File: config.mk
export PLATFORM = sky130hd
export DESIGN_NAME = mult32_seq_ctrl
export DESIGN_NICKNAME = d
export VERILOG_FILES = /design/src/rtl/mult32_seq_ctrl.sv
export SDC_FILE = /design/constraint.sdc
export NUM_CORES = 1
export LEC_CHECK = 0
export CORE_MARGIN = 10
export CORE_UTILIZATION = 40
export DETAILED_ROUTE_END_ITERATION = 10
export GPL_TIMING_DRIVEN = 0
export PLACE_DENSITY = 0.66
export SYNTH_ARGS = -nofsm -noshare
export SYNTH_HDL_FRONTEND = slang
export SYNTH_SLANG_ARGS = --single-unit
export TNS_END_PERCENT = 30
File: constraint.sdc
create_clock -name clk -period 3.29 [get_ports clk]
set_input_delay 0.4935 -clock clk [delete_from_list [all_inputs] [get_ports clk]]
set_output_delay 0.4935 -clock clk [all_outputs]
set_load 0.05 [all_outputs]
File: src/rtl/mult32_seq_ctrl.sv
// Sequences a 32x32 unsigned multiply through a shared 16x16 core; result valid 5 cycles after accept.
// Output holds in DONE until out_ready; no new operands are taken until the result has been consumed.
module mult32_seq_ctrl #(
  parameter int HW = 16
) (
  input  logic            clk,
  input  logic            rst_n,
  input  logic            in_valid,
  output logic            in_ready,
  input  logic [2*HW-1:0] in_a,
  input  logic [2*HW-1:0] in_b,
  output logic [HW-1:0]   mul_a,
  output logic [HW-1:0]   mul_b,
  output logic            mul_en,
  input  logic [2*HW-1:0] mul_p,
  output logic            out_valid,
  input  logic            out_ready,
  output logic [4*HW-1:0] out_p,
  output logic            busy
);

  typedef enum logic [2:0] {
    IDLE = 3'd0,
    S0   = 3'd1,
    S1   = 3'd2,
    S2   = 3'd3,
    S3   = 3'd4,
    DONE = 3'd5
  } state_t;

  state_t          state_q, state_d;
  logic [2*HW-1:0] a_q, b_q;
  logic [4*HW-1:0] acc_q, acc_d;
  logic [4*HW-1:0] pp_ext;

  // Zero-extend the core product so the shifted adds stay exact in 64 bits.
  assign pp_ext = {{(2*HW){1'b0}}, mul_p};

  always_comb begin
    state_d   = state_q;
    acc_d     = acc_q;
    mul_a     = '0;
    mul_b     = '0;
    mul_en    = 1'b0;
    in_ready  = 1'b0;
    out_valid = 1'b0;
    case (state_q)
      IDLE: begin
        in_ready = 1'b1;
        if (in_valid) state_d = S0;
      end
      S0: begin
        mul_a   = a_q[HW-1:0];
        mul_b   = b_q[HW-1:0];
        mul_en  = 1'b1;
        acc_d   = pp_ext;
        state_d = S1;
      end
      S1: begin
        mul_a   = a_q[HW-1:0];
        mul_b   = b_q[2*HW-1:HW];
        mul_en  = 1'b1;
        acc_d   = acc_q + (pp_ext << HW);
        state_d = S2;
      end
      S2: begin
        mul_a   = a_q[2*HW-1:HW];
        mul_b   = b_q[HW-1:0];
        mul_en  = 1'b1;
        acc_d   = acc_q + (pp_ext << HW);
        state_d = S3;
      end
      S3: begin
        mul_a   = a_q[2*HW-1:HW];
        mul_b   = b_q[2*HW-1:HW];
        mul_en  = 1'b1;
        acc_d   = acc_q + (pp_ext << (2*HW));
        state_d = DONE;
      end
      DONE: begin
        out_valid = 1'b1;
        if (out_ready) state_d = IDLE;
      end
      default: state_d = IDLE;
    endcase
  end

  always_ff @(posedge clk) begin
    if (!rst_n) begin
      state_q <= IDLE;
      acc_q   <= '0;
    end else begin
      state_q <= state_d;
      acc_q   <= acc_d;
    end
  end

  // Operand registers carry no reset; they are only read after a fresh accept.
  always_ff @(posedge clk) begin
    if (rst_n && state_q == IDLE && in_valid) begin
      a_q <= in_a;
      b_q <= in_b;
    end
  end

  assign out_p = acc_q;
  assign busy  = (state_q != IDLE);

endmodule

==> results of run 1 <==
[repair_timing]
action / CTS / global route
endpoints found under the setup margin: 46 / 42
gates resized for setup: 90 / 22
buffers inserted: 0 / 3
pin swaps: 0 / 5
[metrics by stage]
stage	std cells	area [um^2]	util [%]	worst slack, ps	setup TNS [ps]
floorplan	943	8661	-	280.7	0
global placement	1417	11000	51.98	-806.0	-16950
detailed placement	1417	11000	51.98	-815.7	-17270
CTS	1449	11680	55.23	7.560	0
global route	1453	11830	55.91	-139.1	-1832
finish	1453	11830	55.91	34.14	0
[placed cells by master, fill, tap and decap left out, types with 5 or more instances in the layout]
cell,count
a211oi_1,18
a21o_1,41
a21oi_1,88
a22o_1,32
a22oi_1,14
a31oi_1,11
and2_1,9
and3_1,16
and4_1,6
clkbuf_1,30
clkbuf_16,17
clkbuf_2,5
clkdlybuf4s15_1,5
clkdlybuf4s15_2,16
clkdlybuf4s50_1,164
dfxtp_1,67
dlygate4sd2_1,12
edfxtp_1,64
ha_1,59
inv_1,23
inv_8,6
mux2i_1,16
nand2_1,82
nand3_1,24
nand4_1,8
nor2_1,56
nor2b_1,5
nor3_1,15
o211ai_1,10
o21a_1,10
o21ai_0,35
o21ai_1,16
o21bai_1,7
o22ai_1,13
or3_1,5
xnor2_1,30
xor2_1,17
[where the power goes]
part	internal, mW	leakage (nW)	switching [mW]
combinational	1.01	3.24	1.86
sequential	1.87	1.14	0.127
clock	1.02	0.286	0.900
total	3.90	4.67	2.89
[flip-flops by register name, summed over array words and instances, names as in the netlist]
signal and cells:
state_q 3, out_p 64, a_q 32, b_q 32
[critical path, cell delays in order, from the launching register on]
cell and delay [ps]:
dfxtp_1 350, clkbuf_1 370, nor2_2 180, nand2_1 140, nand2_2 150, nor2_2 460
inv_1 280, clkdlybuf4s15_2 390
[routing by layer]
metal	vias up	part of all wire [%]
met2	400	45
met3	44	11
met1	3909	42
li1	4094	-
met4	0	2.0
met5	-	0
[logic make-up (layout without fill, tap and decap cells)]
family / Yosys count / count (layout) / synth area share (%)
AO/OA/AOI/OAI: 360 / 360 / 28.64
AND/OR/NAND/NOR: 258 / 258 / 14.35
flip-flops: 131 / 131 / 37.68
adder cells (fa/ha/maj): 65 / 65 / 9.565
buffers and inverters: 63 / 298 / 2.774
XOR/XNOR: 47 / 47 / 4.754
multiplexers: 19 / 19 / 2.239
[worst max-delay path by stage]
| stage | slack [ps] | end | startpoint |
|---|---|---|---|
| after global routing | -140 | mul_a[9] | state_q[1] |
| after floorplan | 280 | out_p[62] | out_p[16] |
| final | 30 | mul_en | state_q[2] |
| after detailed placement | -820 | out_p[62] | mul_p[0] |
| after CTS | 8 | out_p[59] | mul_p[27] |
| after global placement | -810 | out_p[62] | mul_p[0] |
[area by class of cell]
class / count / share of cell area (%)
Buffer: 39 / 1.397
Clock buffer: 17 / 3.597
Clock inverter: 15 / 1.354
Inverter: 24 / 0.7617
Multi-Input combinational cell: 749 / 45.15
Sequential cell: 131 / 27.59
Tap cell: 275 / 2.909
Timing Repair Buffer: 203 / 17.23
==> impl_metrics.csv, run 1 <==
group,metric,value,unit
worst_setup_path,reg2reg_from,"out_p[36]",
worst_setup_path,rrSetupSlack,310,ps
floorplan,io_pins,200,
sta,hold_viol_final,0,
clock_network,holdBufCountCts,0,
logic_synthesis,ys_types,74,
detailed_routing,vias_per_cell,5.813,
worst_setup_path,crit_path_start_kind,"flop",
global_routing,grt_max_degree,65,
global_routing,antenna_found_initial,0,
global_routing,busiest_layer,"met2",
floorplan,start_util,40.94,%
sta,slew_headroom,42.84,%
clock_network,numCtsBuffers,17,
clock_network,clockRootBuffer,"clkbuf_16",
global_routing,use_met1,27.16,%
clock_network,insertion_delay,430,ps
global_routing,grt_overflow,0,
clock_network,cts_max_path_buffers,2,
sta,whs,457.0,ps
detailed_routing,drt-total-wl,31880,um
final_layout,multiInputGateArea,5340,um^2
placed_design,portBuffers,199,
final_layout,antenna_cells,0,
detailed_routing,avgRoutedWirePerCell,21.94,um
final_layout,regArea,3263,um^2
min_path,hold_class,"flop to flop",
logic_synthesis,synth_top_cell_area_share,22.19,%
logic_synthesis,ys.warnings.count,0,
detailed_routing,drc,0,
floorplan,die_x,167.1,um
final_layout,layout-drive-gt1-share,8.319,%
final_layout,nNetsFinal,1330,
sta,clock.fmax,307.1,MHz
worst_setup_path,arrival,2760,ps
clock_network,cts_max_level,4,
logic_synthesis,synth.most_common_cell,"a21oi_1",
logic_synthesis,synthCells,943,
placed_design,hpwl,24760,um
clock_network,cts.sinks,131,
sta,rsz0062_at_grt,"true",
logic_synthesis,netlist_top_cells_area,"edfxtp_1 22%, dfxtp_1 15%, ha_1 9.1%",
logic_synthesis,synth_common_cells,"91 x a21oi_1, 84 x nand2_1, 67 x dfxtp_1, 64 x edfxtp_1, 63 x ha_1",
worst_setup_path,r2r-end,"out_p[63]",
logic_synthesis,ys_async_sr_fraction,0,%
logic_synthesis,yosysTopAreaCell,"edfxtp_1",
global_routing,grt_usage,21.74,%
power_and_ir_drop,cellPowerDensity,573.8,nW/um^2
logic_synthesis,synth_flop_cell,"dfxtp_1",
global_routing,grt_pass1_vias,8275,
logic_synthesis,ys_seq_area_share,37.68,%
min_path,min-delay-start,"out_p[7]",
final_layout,area_delta_synth_final,36.57,%
power_and_ir_drop,leakage,4.666,nW
worst_setup_path,ff2ff_path_depth,10,
logic_synthesis,synth_edf_count,64,
floorplan,coreArea,21150,um^2
sta,finalCritPeriodShare,98.96,%
final_layout,fillers,1925,
clock_network,cts.clk_slew.worst_paths,80,ps
floorplan,dieArea,27930,um^2
detailed_routing,drt_iter0_drc,665,
min_path,hold-path-cell-count,2,
sta,min_period,3256,ps
min_path,hold_end,"out_p[7]",
sta,skew,13.28,ps
logic_synthesis,syn_avg_cell_area,9.183,um^2
global_routing,grt_pass1_wl,48450,um
worst_setup_path,cp-end-kind,"output port",
floorplan,rows,53,
worst_setup_path,crit_required,2800,ps
detailed_routing,ant_nets,0,
run_status,status,"finished clean",
power_and_ir_drop,finalPower,6.786,mW
sta,finalMaxSlewViolations,0,
worst_setup_path,cp_max_fo,10,
global_routing,met3_usage,7.725,%
worst_setup_path,path_class,"flop to output port",
logic_synthesis,syn_nets,1108,
sta,setup_viol,0,
detailed_routing,vias,8447,
logic_synthesis,synth_area,8660,um^2
logic_synthesis,ys_ff_latch,131,
floorplan,die_y,167.1,um
clock_network,cts_tree,"done",
power_and_ir_drop,ir_worst_vdd,0.3658,mV
detailed_routing,firstDrtPassIters,5,
sta,tightestPinTransition,857.4,ps
placed_design,place_congestion,0.9303,
global_routing,met2_usage,34.87,%
flow_run,cap_viol_max_count,0,
Power figures use the tool's default switching activity.
==> run 2, diff against run 1 <==
--- a/config.mk
+++ b/config.mk
@@ -5,7 +5,6 @@
 export SDC_FILE = /design/constraint.sdc
 export NUM_CORES = 1
 export LEC_CHECK = 0
-export CORE_MARGIN = 10
 export CORE_UTILIZATION = 40
 export DETAILED_ROUTE_END_ITERATION = 10
 export GPL_TIMING_DRIVEN = 0
==> constraint.sdc (replaced) <==
create_clock -name clk -period 3 [get_ports clk]
set_input_delay 0.45 -clock clk [delete_from_list [all_inputs] [get_ports clk]]
set_output_delay 0.45 -clock clk [all_outputs]
set_load 0.05 [all_outputs]
==> impl_metrics.csv, run 2 (synthesis results as in run 1) <==
group,metric,value,unit
sta,tightestPinTransition,829.1,ps
clock_network,numCtsBuffers,17,
floorplan,start_util,40.94,%
sta,min_period,2963,ps
sta,rsz0062_at_grt,"true",
worst_setup_path,crit_required,3290,ps
power_and_ir_drop,ir_worst_vdd,0.4215,mV
final_layout,stdcell_count,1459,
detailed_routing,firstDrtPassIters,5,
worst_setup_path,cp-end-kind,"flop",
floorplan,die_y,149.1,um
floorplan,die_x,149.1,um
detailed_routing,vias,8696,
final_layout,largest_register_ffs,64,
power_and_ir_drop,finalPower,7.608,mW
placed_design,dp.cells,1417,
sta,tns,0,ps
final_layout,multiInputGateArea,5707,um^2
placed_design,hpwl,23110,um
clock_network,clockRootBuffer,"clkbuf_16",
worst_setup_path,r2r-end,"out_p[58]",
min_path,hold_end,"out_p[0]",
global_routing,grt_overflow,0,
detailed_routing,drc,0,
worst_setup_path,ff2ff_path_depth,10,
min_path,min-delay-start,"mul_p[0]",
detailed_routing,ant_nets,0,
detailed_routing,vias_per_cell,5.960,
placed_design,portBuffers,199,
sta,slew_headroom,44.73,%
sta,finalCritPeriodShare,98.77,%
sta,setup_viol,0,
detailed_routing,avgRoutedWirePerCell,21.07,um
floorplan,coreArea,21150,um^2
final_layout,nNetsFinal,1335,
final_layout,layout-drive-gt1-share,13.19,%
final_layout,regArea,3263,um^2
clock_network,holdBufCountCts,0,
placed_design,place_congestion,0.9386,
final_layout,final_cell_mix,"143 x clkdlybuf4s50_1, 85 x a21oi_1, 82 x nand2_1",
sta,skew,10.23,ps
min_path,hold-path-cell-count,3,
worst_setup_path,cp_max_fo,5,
sta,fin_ws,36.99,ps
run_status,status,"finished clean",
global_routing,grt_pass1_vias,7865,
power_and_ir_drop,cellPowerDensity,621.8,nW/um^2
floorplan,io_pins,200,
detailed_routing,drt_iter0_drc,689,
final_layout,fillers,1910,
floorplan,dieArea,22240,um^2
sta,clock.fmax,337.5,MHz
flow_run,cap_viol_max_count,0,
worst_setup_path,crit_path_start_kind,"flop",
global_routing,grt_pass1_wl,45290,um
global_routing,grt_max_degree,65,
clock_network,cts_tree,"done",
floorplan,rows,53,
sta,hold_viol_final,0,
clock_network,cts.sinks,131,
worst_setup_path,path_class,"flop to flop",
min_path,hold_class,"primary input to flop",
worst_setup_path,arrival,3260,ps
global_routing,antenna_found_initial,1,
power_and_ir_drop,leakage,4.823,nW
worst_setup_path,reg2reg_from,"out_p[32]",
clock_network,cts.clk_slew.worst_paths,70,ps
global_routing,grt_usage,27.30,%
final_layout,area_delta_synth_final,41.29,%
clock_network,insertion_delay,430,ps
final_layout,layout_commonest_cell,"clkdlybuf4s50_1",
clock_network,cts_max_path_buffers,2,
placed_design,pre_cts_ws,-1053,ps
clock_network,cts_max_level,4,
worst_setup_path,rrSetupSlack,40,ps
detailed_routing,drt-total-wl,30740,um
sta,finalMaxSlewViolations,0,
-- run 2: changes by cell type in the layout (fill, tap and decap cells not counted), sizes merged, moves of 3 or more --
cell           change
dlymetal6s2s      +13
clkdlybuf4s18      +3
clkdlybuf4s50     -21
dlygate4sd2        +8
clkbuf             -5
buf               +15
clkdlybuf4s15      -8
-- run 2: what timing repair did --
item                       4_1_cts  5_1_grt
pin swaps                        4       14
resized for setup              128       88
setup endpoints to repair       63       42
buffers inserted                 3       10
-- run 2: critical path, stage by stage, from the launching register on --
cell	delay, ps
dfxtp_1	370
ha_2	220
fa_2	350
a21o_1	250
a22oi_2	370
a21oi_4	140
a21oi_4	220
a211oi_2	120
or4_1	480
a32oi_1	200
o21ai_1	100
-- run 2: cell type report --
class | count | share of cell area, %
Clock inverter | 15 | 1.268
Timing Repair Buffer | 212 | 17.11
Buffer | 35 | 1.258
Sequential cell | 131 | 26.67
Antenna cell | 1 | 0.02045
Tap cell | 275 | 2.812
Multi-Input combinational cell | 749 | 46.64
Inverter | 24 | 0.7465
Clock buffer | 17 | 3.477
-- run 2: worst max path at each step --
| stage | from | endpoint | slack [ps] |
|---|---|---|---|
| 2_1_floorplan | out_p[16] | out_p[62] | -9 |
| 3_3_place_gp | mul_p[0] | out_p[62] | -1080 |
| 3_5_place_dp | mul_p[0] | out_p[62] | -1050 |
| 4_1_cts | mul_p[0] | out_p[44] | -140 |
| 5_1_grt | mul_p[9] | out_p[63] | -60 |
| 6_report | out_p[32] | out_p[58] | 40 |
-- run 2: per-stage QoR --
stage / utilization (%) / area (um^2) / hold slack [ps]
after detailed placement: 51.98 / 11000 / 448.9
after global placement: 51.98 / 11000 / 442.6
after floorplan: - / 8661 / 548.9
after global routing: 57.83 / 12230 / 375.5
final: 57.84 / 12240 / 351.1
after CTS: 55.89 / 11820 / 458.8
-- run 2: power by group --
group	total (mW)	internal [mW]	switching (mW)	leakage, nW
sequential	2.21	2.06	0.153	1.14
clock	2.10	1.12	0.981	0.286
combinational	3.30	1.21	2.09	3.40
total	7.61	4.38	3.22	4.82
-- run 2: per-layer routing --
metal / wire length, um / GRT usage (%) / vias to the layer above
met4: 768 / 9.898 / 0
met1: 12800 / 35.77 / 4051
met2: 13920 / 43.40 / 491
met3: 3242 / 6.758 / 51
met5: 0 / 0 / -
li1: - / - / 4103
==> run 3, diff against run 2 <==
--- a/config.mk
+++ b/config.mk
@@ -8,6 +8,7 @@
 export CORE_UTILIZATION = 40
 export DETAILED_ROUTE_END_ITERATION = 10
 export GPL_TIMING_DRIVEN = 0
+export HOLD_SLACK_MARGIN = 0.02
 export PLACE_DENSITY = 0.66
 export SYNTH_ARGS = -nofsm -noshare
 export SYNTH_HDL_FRONTEND = slang
==> results of run 3 <==
The final DEF is identical to that of run 2; final timing and power are the same.
